<file path="src/rtl/instr_fetch_unit.sv">
// -----------------------------------------------------------------------------
// instr_fetch_unit
//
// Purpose:
//   Consumer side of the program counter. The block samples the current PC,
//   reads the 16-bit instruction word at that address from instruction memory
//   and presents it to the decode stage. It also pulses pc_enable so that the
//   PC advances exactly once for every fetch whose data is accepted from memory.
//
// Handshakes:
//   Memory: mem_req rises together with a registered mem_addr. Both are held
//   until mem_ack, and a request is never withdrawn. mem_ack is a one-cycle
//   pulse, and mem_rdata is sampled in that cycle.
//   Decoder: instr_out and instr_valid are registered. While instr_valid is
//   high, instr_out is stable. A transfer completes on the rising edge where
//   both instr_valid and instr_ready are high.
//
// Ports:
//   clk          in   rising-edge clock
//   reset        in   asynchronous, active-low reset
//   run          in   fetch enable. The current transaction always completes.
//   flush        in   drops the instruction in flight or being held
//   pc_in        in   current PC from the program counter
//   pc_enable    out  PC increment strobe (combinational, one cycle per fetch)
//   mem_req      out  memory read request
//   mem_addr     out  memory read address (registered)
//   mem_ack      in   read data valid pulse
//   mem_rdata    in   read data
//   instr_out    out  fetched instruction (registered)
//   instr_valid  out  instr_out holds a valid instruction
//   instr_ready  in   the decoder accepts instr_out
//   stall_cnt    out  stall cycle counter (only when IFU_PERF_CNT_EN is defined)
//   dbg_state    out  current FSM state: 0 = IDLE, 1 = REQ, 2 = HOLD
//
// Build option:
//   IFU_PERF_CNT_EN  adds stall_cnt, a saturating 16-bit counter. It counts
//                    REQ cycles without mem_ack and HOLD cycles without
//                    instr_ready. Sampling flush clears it.
// -----------------------------------------------------------------------------
module instr_fetch_unit #(
    parameter int ADDR_W = 16,
    parameter int DATA_W = 16
) (
    input  logic              clk,
    input  logic              reset,
    input  logic              run,
    input  logic              flush,
    input  logic [ADDR_W-1:0] pc_in,
    output logic              pc_enable,
    output logic              mem_req,
    output logic [ADDR_W-1:0] mem_addr,
    input  logic              mem_ack,
    input  logic [DATA_W-1:0] mem_rdata,
    output logic [DATA_W-1:0] instr_out,
    output logic              instr_valid,
    input  logic              instr_ready,
`ifdef IFU_PERF_CNT_EN
    output logic [15:0]       stall_cnt,
`endif
    output logic [1:0]        dbg_state
);

    typedef enum logic [1:0] {
        S_IDLE = 2'd0,
        S_REQ  = 2'd1,
        S_HOLD = 2'd2
    } state_t;

    state_t            r_state;
    logic              r_mem_req;
    logic [ADDR_W-1:0] r_mem_addr;
    logic [DATA_W-1:0] r_instr_out;
    logic              r_instr_valid;
    logic              r_discard;

    state_t            w_state_nxt;
    logic              w_mem_req_nxt;
    logic [ADDR_W-1:0] w_mem_addr_nxt;
    logic [DATA_W-1:0] w_instr_out_nxt;
    logic              w_instr_valid_nxt;
    logic              w_discard_nxt;
    logic              w_pc_enable;

    // State register
    always_ff @(posedge clk or negedge reset) begin
        if (!reset) begin
            r_state       <= S_IDLE;
            r_mem_req     <= 1'b0;
            r_mem_addr    <= '0;
            r_instr_out   <= '0;
            r_instr_valid <= 1'b0;
            r_discard     <= 1'b0;
        end else begin
            r_state       <= w_state_nxt;
            r_mem_req     <= w_mem_req_nxt;
            r_mem_addr    <= w_mem_addr_nxt;
            r_instr_out   <= w_instr_out_nxt;
            r_instr_valid <= w_instr_valid_nxt;
            r_discard     <= w_discard_nxt;
        end
    end

    // Next-state and output logic
    always_comb begin
        w_state_nxt       = r_state;
        w_mem_req_nxt     = r_mem_req;
        w_mem_addr_nxt    = r_mem_addr;
        w_instr_out_nxt   = r_instr_out;
        w_instr_valid_nxt = r_instr_valid;
        w_discard_nxt     = r_discard;
        w_pc_enable       = 1'b0;

        unique case (r_state)
            S_IDLE: begin
                // A late mem_ack arriving here is ignored.
                if (run && !flush) begin
                    w_mem_addr_nxt = pc_in;
                    w_mem_req_nxt  = 1'b1;
                    w_state_nxt    = S_REQ;
                end
            end

            S_REQ: begin
                if (mem_ack) begin
                    w_mem_req_nxt = 1'b0;
                    if (r_discard || flush) begin
                        // The data belongs to a flushed fetch. It is dropped,
                        // and the PC is not advanced.
                        w_discard_nxt = 1'b0;
                        w_state_nxt   = S_IDLE;
                    end else begin
                        w_instr_out_nxt   = mem_rdata;
                        w_instr_valid_nxt = 1'b1;
                        w_pc_enable       = 1'b1;
                        w_state_nxt       = S_HOLD;
                    end
                end else if (flush) begin
                    // The request stays up until memory answers. The flush is
                    // remembered so that the answer is thrown away.
                    w_discard_nxt = 1'b1;
                end
            end

            S_HOLD: begin
                if (flush) begin
                    w_instr_valid_nxt = 1'b0;
                    w_state_nxt       = S_IDLE;
                end else if (instr_ready) begin
                    w_instr_valid_nxt = 1'b0;
                    if (run) begin
                        // pc_in already shows the incremented PC at this point.
                        w_mem_addr_nxt = pc_in;
                        w_mem_req_nxt  = 1'b1;
                        w_state_nxt    = S_REQ;
                    end else begin
                        w_state_nxt = S_IDLE;
                    end
                end
            end

            default: begin
                w_state_nxt       = S_IDLE;
                w_mem_req_nxt     = 1'b0;
                w_instr_valid_nxt = 1'b0;
                w_discard_nxt     = 1'b0;
            end
        endcase
    end

    assign pc_enable   = w_pc_enable;
    assign mem_req     = r_mem_req;
    assign mem_addr    = r_mem_addr;
    assign instr_out   = r_instr_out;
    assign instr_valid = r_instr_valid;
    assign dbg_state   = r_state;

`ifdef IFU_PERF_CNT_EN
    logic [15:0] r_stall_cnt;
    logic        w_stall;

    assign w_stall = ((r_state == S_REQ)  && !mem_ack) ||
                     ((r_state == S_HOLD) && !instr_ready);

    always_ff @(posedge clk or negedge reset) begin
        if (!reset) begin
            r_stall_cnt <= 16'd0;
        end else if (flush) begin
            r_stall_cnt <= 16'd0;
        end else if (w_stall && (r_stall_cnt != 16'hFFFF)) begin
            r_stall_cnt <= r_stall_cnt + 16'd1;
        end
    end

    assign stall_cnt = r_stall_cnt;
`endif

endmodule

</file>
<file path="config.mk">
export PLATFORM = sky130hd
export DESIGN_NAME = instr_fetch_unit
export DESIGN_NICKNAME = d
export VERILOG_FILES = /design/src/rtl/instr_fetch_unit.sv
export SDC_FILE = /design/constraint.sdc
export NUM_CORES = 1
export LEC_CHECK = 0
export ABC_AREA = 0
export CORE_ASPECT_RATIO = 1.1
export CORE_MARGIN = 4
export CORE_UTILIZATION = 35
export DETAILED_ROUTE_END_ITERATION = 16
export PLACE_DENSITY = 0.68
export SLEW_MARGIN = 20
export SYNTH_ARGS = -nofsm -noshare
export SYNTH_HDL_FRONTEND = slang
export SYNTH_SLANG_ARGS = --single-unit
</file>
<file path="constraint.sdc">
create_clock -name clk -period 2.3 [get_ports clk]
set_input_delay 0.46 -clock clk [delete_from_list [all_inputs] [get_ports clk]]
set_output_delay 0.46 -clock clk [all_outputs]
set_load 0.02 [all_outputs]
</file>
Word-level counts from Yosys, hierarchy flattened
Index checks and enable logic that the tools add are counted.
{"block": "totals", "reg_bits": 37, "input_bits": 38, "out_inout_bits": 37, "wordCells": 62}
{"block": "op_classes", "eq_ne": 11, "n_mux": 30, "n_bitwise": 3, "reduce_logical": 12}
{"op": "2-to-1 mux 16 bit", "count": 4}
{"op": "one-hot mux 16 bit (2 select lines)", "count": 1}
{"op": "2-to-1 mux 1 bit", "count": 16}
{"op": "!= test 2 bit (second input constant)", "count": 6}
{"op": "2-to-1 mux 2 bit", "count": 5}
{"op": "AND reduction 5 bit", "count": 2}
{"op": "!= test 3 bit (second input constant)", "count": 3}
{"op": "AND reduction 3 bit", "count": 3}
{"op": "one-hot mux 1 bit (3 select lines)", "count": 2}
{"op": "one-hot mux 2 bit (3 select lines)", "count": 1}
{"op": "AND reduction 4 bit", "count": 1}
{"op": "NOT 1 bit", "count": 3}
{"op": "equality test 2 x 1 -> 1 bit (second input constant)", "count": 1}
{"op": "equality test 2 bit (second input constant)", "count": 1}
{"op": "zero test 2 bit", "count": 1}
{"op": "one-hot mux 1 bit (2 select lines)", "count": 1}
{"op": "nonzero test 2 bit", "count": 1}
{"op": "OR reduction 2 bit", "count": 1}
{"op": "logical AND 1 bit", "count": 1}
{"op": "zero test 1 bit", "count": 1}
{"op": "logical OR 1 bit", "count": 1}

Longest topological paths before layout
Gate-level depths: netlist of run 1.
{"block": "depth", "depth_word": 4, "ltp_mapped": 4, "mapped_depth_nobuf": 3}

Worst setup path after synthesis of run 1
Ideal clock, no wire load.
{"block": "synth_timing", "path_kind": "flip-flop to output port", "from": "register r_state[0], in the netlist dbg_state[0]", "to": "output port pc_enable", "arrival_ps": 1297, "path_slack_ps": 543, "path_stages_with_launch": 4, "path_buffers": 1, "path_cell_list": "dfrtp_1 -> nand2_2 -> nor4_4 -> buf_6"}
{"block": "synth_via", "elab_chain_len": 2}
{"item": "start, declared", "line_no": "69", "rtl": "state_t r_state;"}
{"item": "start signal, assigned", "line_no": "94", "rtl": "r_state <= w_state_nxt;"}
{"item": "equality test 2 x 1 -> 1 bit", "line_no": "113", "rtl": "unique case (r_state)"}
{"item": "2-to-1 mux 1 bit", "line_no": "113"}
{"item": "end, declared", "line_no": "49", "rtl": "output logic pc_enable,"}
Every way passes these cells.

Worst setup path in the final report of run 1
{"block": "layout_timing", "from": "input port flush", "to": "output port pc_enable"}
{"block": "layout_via", "elab_chain_len": 4}
{"item": "start, declared", "line_no": "47", "rtl": "input logic flush,"}
{"item": "logical OR 1 bit", "line_no": "126", "rtl": "if (r_discard || flush) begin"}
{"item": "2-to-1 mux 1 bit", "line_no": "126"}
{"item": "2-to-1 mux 1 bit", "line_no": "124", "rtl": "if (mem_ack) begin"}
{"item": "2-to-1 mux 1 bit", "line_no": "113"}
Every way passes these cells.

==> results of run 1 <==
## cell type report
class / instances / area, µm² / area share (%)
sequential: 37 / 926 / 39.3
timing repair buffer: 76 / 749 / 31.8
multi-input combinational: 48 / 504 / 21.4
clock buffer: 7 / 96.3 / 4.09
tap: 52 / 65.1 / 2.76
inverter: 3 / 11.3 / 0.478
clock inverter: 1 / 5.00 / 0.212
## kinds of logic after synthesis
| group | after synthesis | share of synthesized area [%] |
|---|---|---|
| AOI/OAI and AO/OA | 9 | 3.95 |
| buffers and inverters | 5 | 1.89 |
| DFF | 37 | 63.5 |
| muxes | 32 | 26.5 |
| and+or+nand+nor | 7 | 4.12 |
## timing repair
item	in CTS	in global routing
endpoints found under the setup margin	1	0
resized for setup	1	0
buffers inserted	0	0
## per-layer routing
layer  vias up  GRT usage [%]
li1        478              -
met1       511           14.7
met2        36           23.0
met3         6           5.94
met4         0           5.86
met5         -              0
## where the power goes
group / total (mW) / switching, mW / internal (mW)
clock network: 0.477 / 0.207 / 0.270
registers: 1.01 / 0.126 / 0.883
logic: 1.14 / 0.494 / 0.648
total: 2.63 / 0.826 / 1.80
## registers in the layout, indices dropped and copies added (netlist names)
signal,count
dbg_state,2
mem_req,1
mem_addr,16
r_discard,1
instr_out,16
instr_valid,1
## placed cells by master (no fill, tap or decap), types with 2 or more instances in the layout
cell,Yosys,final
inv_1,3,3
mux2_2,25,25
clkdlybuf4s50_1,0,72
dfrtp_1,37,37
mux2_4,7,7
a21oi_1,3,3
clkbuf_8,0,7
buf_4,0,2
## how the worst min path moves through the flow
| stage | to | startpoint | depth (start not counted) |
|---|---|---|---|
| after detailed placement | instr_valid | instr_valid | 1 |
| after global placement | instr_valid | instr_valid | 1 |
| after CTS | instr_out[3] | reset | 1 |
| final | mem_addr[0] | reset | 1 |
| after global routing | mem_req | reset | 1 |
| after floorplan | dbg_state[0] | reset | 0 |
==> impl_metrics.yaml, run 1 <==
die:
  core-area_um2: 3990
  row_count: 24
  ios: 75
  die_w_um: 69.5
  fp.dieH_um: 75.7
  dieArea_um2: 5260
  start_util_pct: 36.5
clocking:
  tritoncts: "yes"
  clock_sinks: 37
  cts_buffer_depth: 2
  h-tree-depth: 2
  cts_hold_buffers: 0
  path_clk_slew_ns: 0.07
  numCtsBuffers: 5
  cts_root_buf: "clkbuf_8"
  clkLatencyLatePin_ns: 0.28
cells_and_area:
  diodes: 0
  stdcell_count: 224
  fin_nets: 209
  fin_util_pct: 59.0
  nFillCells: 319
  syn_to_final_growth_pct: 61.7
  drive_above_1_share_pct: 28.5
  stdcell_area_um2: 2360
routing:
  first_iter_violations: 28
  drc: 0
  ant_nets: 0
  routed.top_layer: "met4"
  via_count: 1031
  wl_met3_um: 222
  routed_wl_um: 3290
  via_per_inst: 4.60
  wire_per_inst_um: 14.7
  detail_route.wirelength.met1_um: 1270
  met2_length_um: 1740
  drt_first_pass_iters: 3
placement:
  pre_cts_ws_ns: -0.0418
  gp_congestion: 0.719
  dp_hpwl_um: 2480
  port_buffers: 74
  numPlacedInstances: 216
  postPlaceCellArea_um2: 2260
sta:
  hold_viol_final: 0
  fmax_ghz: 0.491
  final_max_slew_viol_count: 0
  worst_hold_slack_ns: 0.268
  setup_ws_ns: 0.262
  fin_crit_ns: 2.04
  setup_violations: 0
  rsz0062_at_grt: "no"
  worst_slew_margin_rel_pct: 46.6
  tightest_slew_ns: 0.802
  skew_ns: 0.00254
  fin_tns_setup_ns: 0
  finalCritPeriodShare_pct: 88.6
worst_setup_path:
  cp-end-kind: "output port"
  reg2regPathDepth: 3
  cp-endpoint: "pc_enable"
  cp-start-kind: "primary input"
  arrival_ns: 1.58
  reg2reg_to: "mem_addr[12]"
  slowest_stage: "clkdlybuf4s50_1"
  r2r_slack_ns: 0.67
  crit_start: "flush"
  crit_family: "buffers and inverters"
  critPathKind: "in2out"
  critPathMaxStageDelay_ns: 0.46
  path_depth: 3
  r2r_start: "dbg_state[0]"
  path_cells: "clkdlybuf4s50_1, nor4_4, dlygate4sd2_1"
  path_buf_inv: 2
  required_ns: 1.84
  crit_fanout: 2
grt:
  antenna_found_initial: 0
  grt_start_max_net_pins: 38
  grt_pass1_vias: 1078
  grt_pass1_wl_um: 5350
  overflow: 0
  grt_usage_pct: 13.4
synth:
  synthesis.nets: 128
  synth_enable_flop_cells: 0
  synthTopCellsByCount: "dfrtp_1, mux2_2, mux2_4, a21oi_1, inv_1"
  synth.most_common_cell: "dfrtp_1"
  avgSynthCellArea_um2: 16.2
  synth_seq_cells: 37
  syn_inst: 90
  synth_top_cell_by_area: "dfrtp_1"
  async_flop_share_pct: 100
  yosysSeqAreaShare_pct: 63.5
  yosysUniqueCellTypes: 20
  netlist_area_um2: 1460
  synth_top_area_share_pct: 63.5
  yosysWarnings: 0
  synth_ff_type: "dfrtp_1"
  synthTopCellsByArea: "dfrtp_1, mux2_2, mux2_4"
job:
  cap_violations: 0
power_and_ir_drop:
  fin_total_pwr_mw: 2.63
  power_density_nw_per_um2: 1110
  ir_drop_v: 0.000510
  p_leak_nw: 0.996
run_status:
  status: "finished clean"
min_path:
  hp-class: "in2async"
No activity file was read; power rests on OpenSTA's default activity.
==> run 2: changes to the inputs <==
==> constraint.sdc (replaced) <==
create_clock -name clk -period 2 [get_ports clk]
set_input_delay 0.4 -clock clk [delete_from_list [all_inputs] [get_ports clk]]
set_output_delay 0.4 -clock clk [all_outputs]
set_load 0.02 [all_outputs]
==> run 2 against run 1 <==
  * Die area did not move
  * Critical endpoint unchanged
  * First-iteration DRC count rose by 14%
  * Sequential share of layout area decreased by 0.70 points
  * Via count is 2.2% higher
  * Clock-buffer cell count is the same
  * Setup slack got worse by 0.17 ns
  * Wire length up 4.4%
  * Hold slack got worse by 0.067 ns
  * Clock power is 17% higher
  * Critical path depth unchanged
  * Largest cell class unchanged
  * Cell area rose by 1.8%
  * Global-route usage down 0.060 points
==> impl_metrics.yaml, run 2 (synthesis results as in run 1) <==
min_path:
  hp-class: "in2async"
cells_and_area:
  drive_above_1_share_pct: 30.1
  final_common_cell: "clkdlybuf4s50_1"
  mostFrequentLayoutCells: "clkdlybuf4s50_1, dfrtp_1, mux2_2"
  stdcell_count: 228
  syn_to_final_growth_pct: 64.6
  diodes: 0
  fin_nets: 213
sta:
  rsz0062_at_grt: "no"
  final_max_slew_viol_count: 0
  worst_hold_slack_ns: 0.201
  fmax_ghz: 0.524
  worst_slew_margin_rel_pct: 46.6
  tightest_slew_ns: 0.801
  hold_viol_final: 0
  finalCritPeriodShare_pct: 95.4
  fin_crit_ns: 1.91
  skew_ns: 0.00553
  setup_violations: 0
routing:
  ant_nets: 0
  drc: 0
  via_count: 1054
  via_per_inst: 4.62
  first_iter_violations: 32
  wire_per_inst_um: 15.1
  drt_first_pass_iters: 4
  routed_wl_um: 3430
clocking:
  clkLatencyLatePin_ns: 0.28
  numCtsBuffers: 5
  tritoncts: "yes"
  cts_buffer_depth: 2
  path_clk_slew_ns: 0.07
  cts_hold_buffers: 0
  h-tree-depth: 2
  clock_sinks: 37
  cts_root_buf: "clkbuf_8"
grt:
  grt_usage_pct: 13.3
  overflow: 0
  antenna_found_initial: 0
  grtUsageMet3_pct: 5.41
  use_met2_pct: 23.6
  met1_usage_pct: 14.3
  grt_pass1_vias: 1131
  grt_pass1_wl_um: 5380
  grt_busiest_layer: "met2"
  grt_start_max_net_pins: 38
power_and_ir_drop:
  switching_share_pct: 31.7
  power_frac_comb_pct: 43.8
  seqPwrFrac_pct: 38.0
  p_leak_nw: 1.02
  power_density_nw_per_um2: 1270
  p_clk_share_pct: 18.2
  p_int_mw: 2.08
  fin_total_pwr_mw: 3.05
  switchingPower_mw: 0.965
  ir_drop_v: 0.000594
worst_setup_path:
  critPathMaxStageDelay_ns: 0.46
  cp-end-kind: "output port"
  critPathKind: "in2out"
  slowest_stage: "clkdlybuf4s50_1"
  r2r_slack_ns: 0.50
  reg2reg_to: "instr_out[7]"
  required_ns: 1.60
  path_cells: "clkdlybuf4s50_1, nor4_4, dlygate4sd2_1"
  arrival_ns: 1.51
  reg2regPathDepth: 3
  crit_fanout: 2
  cp-start-kind: "primary input"
  r2r_start: "r_discard"
placement:
  dp_hpwl_um: 2640
  port_buffers: 74
  numPlacedInstances: 220
  gp_congestion: 0.713
die:
  fp.dieH_um: 75.7
  die_w_um: 69.5
  core-area_um2: 3990
  start_util_pct: 36.5
  row_count: 24
  dieArea_um2: 5260
  ios: 75
run_status:
  status: "finished clean"
job:
  cap_violations: 0
## run 2: changes by cell type in the layout (fill, tap and decap cells not counted), sizes merged
cell and change:
buf +4
## run 2: worst max path at each step
stage,startpoint,endpoint,cells after the start
floorplan,dbg_state[0],instr_out[0],4
global placement,flush,pc_enable,3
detailed placement,flush,pc_enable,3
CTS,flush,pc_enable,3
global route,flush,pc_enable,3
finish,flush,pc_enable,3
## run 2: layout make-up
cell class / count / area [µm²]
inverters: 3 / 11.3
clock buffers: 7 / 96.3
flip-flops and latches: 37 / 926
multi-input cells: 48 / 504
fillers: 325 / 1590
clock inverters: 1 / 5.00
repair buffers: 80 / 792
well taps: 52 / 65.1
## run 2: metal layers
metal / vias up / part of all wire, %
met5: - / 0
met4: 0 / 1.7
met3: 4 / 6.0
met2: 41 / 55
met1: 524 / 37
li1: 485 / -
## run 2: repair_timing
item,4_1_cts,5_1_grt
endpoints found under the setup margin,1,0
gates resized for setup,1,0
setup buffers,0,0
## run 2: critical path, delay by kind of cell
kind	cells	cell delay, ns
buf+inv	2	0.82
simple gates	1	0.28
## run 2: through the flow
stage          setup TNS, ns  instance area [µm²]  setup slack [ns]  utilization [%]
2_1_floorplan              0                 1460             0.274                -
3_3_place_gp          -0.207                 2300            -0.207             57.6
3_5_place_dp          -0.207                 2300            -0.207             57.6
4_1_cts                    0                 2400            0.0721             60.1
5_1_grt                    0                 2400            0.0520             60.1
6_report                   0                 2400            0.0925             60.1
## run 2: power groups by stage
stage	combinational, mW	sequential [mW]	clock [mW]
2_1_floorplan	0.311	1.49	0
3_3_place_gp	1.33	1.15	0
3_5_place_dp	1.35	1.17	0
4_1_cts	1.35	1.16	0.582
5_1_grt	1.40	1.19	0.614
6_report	1.33	1.16	0.556
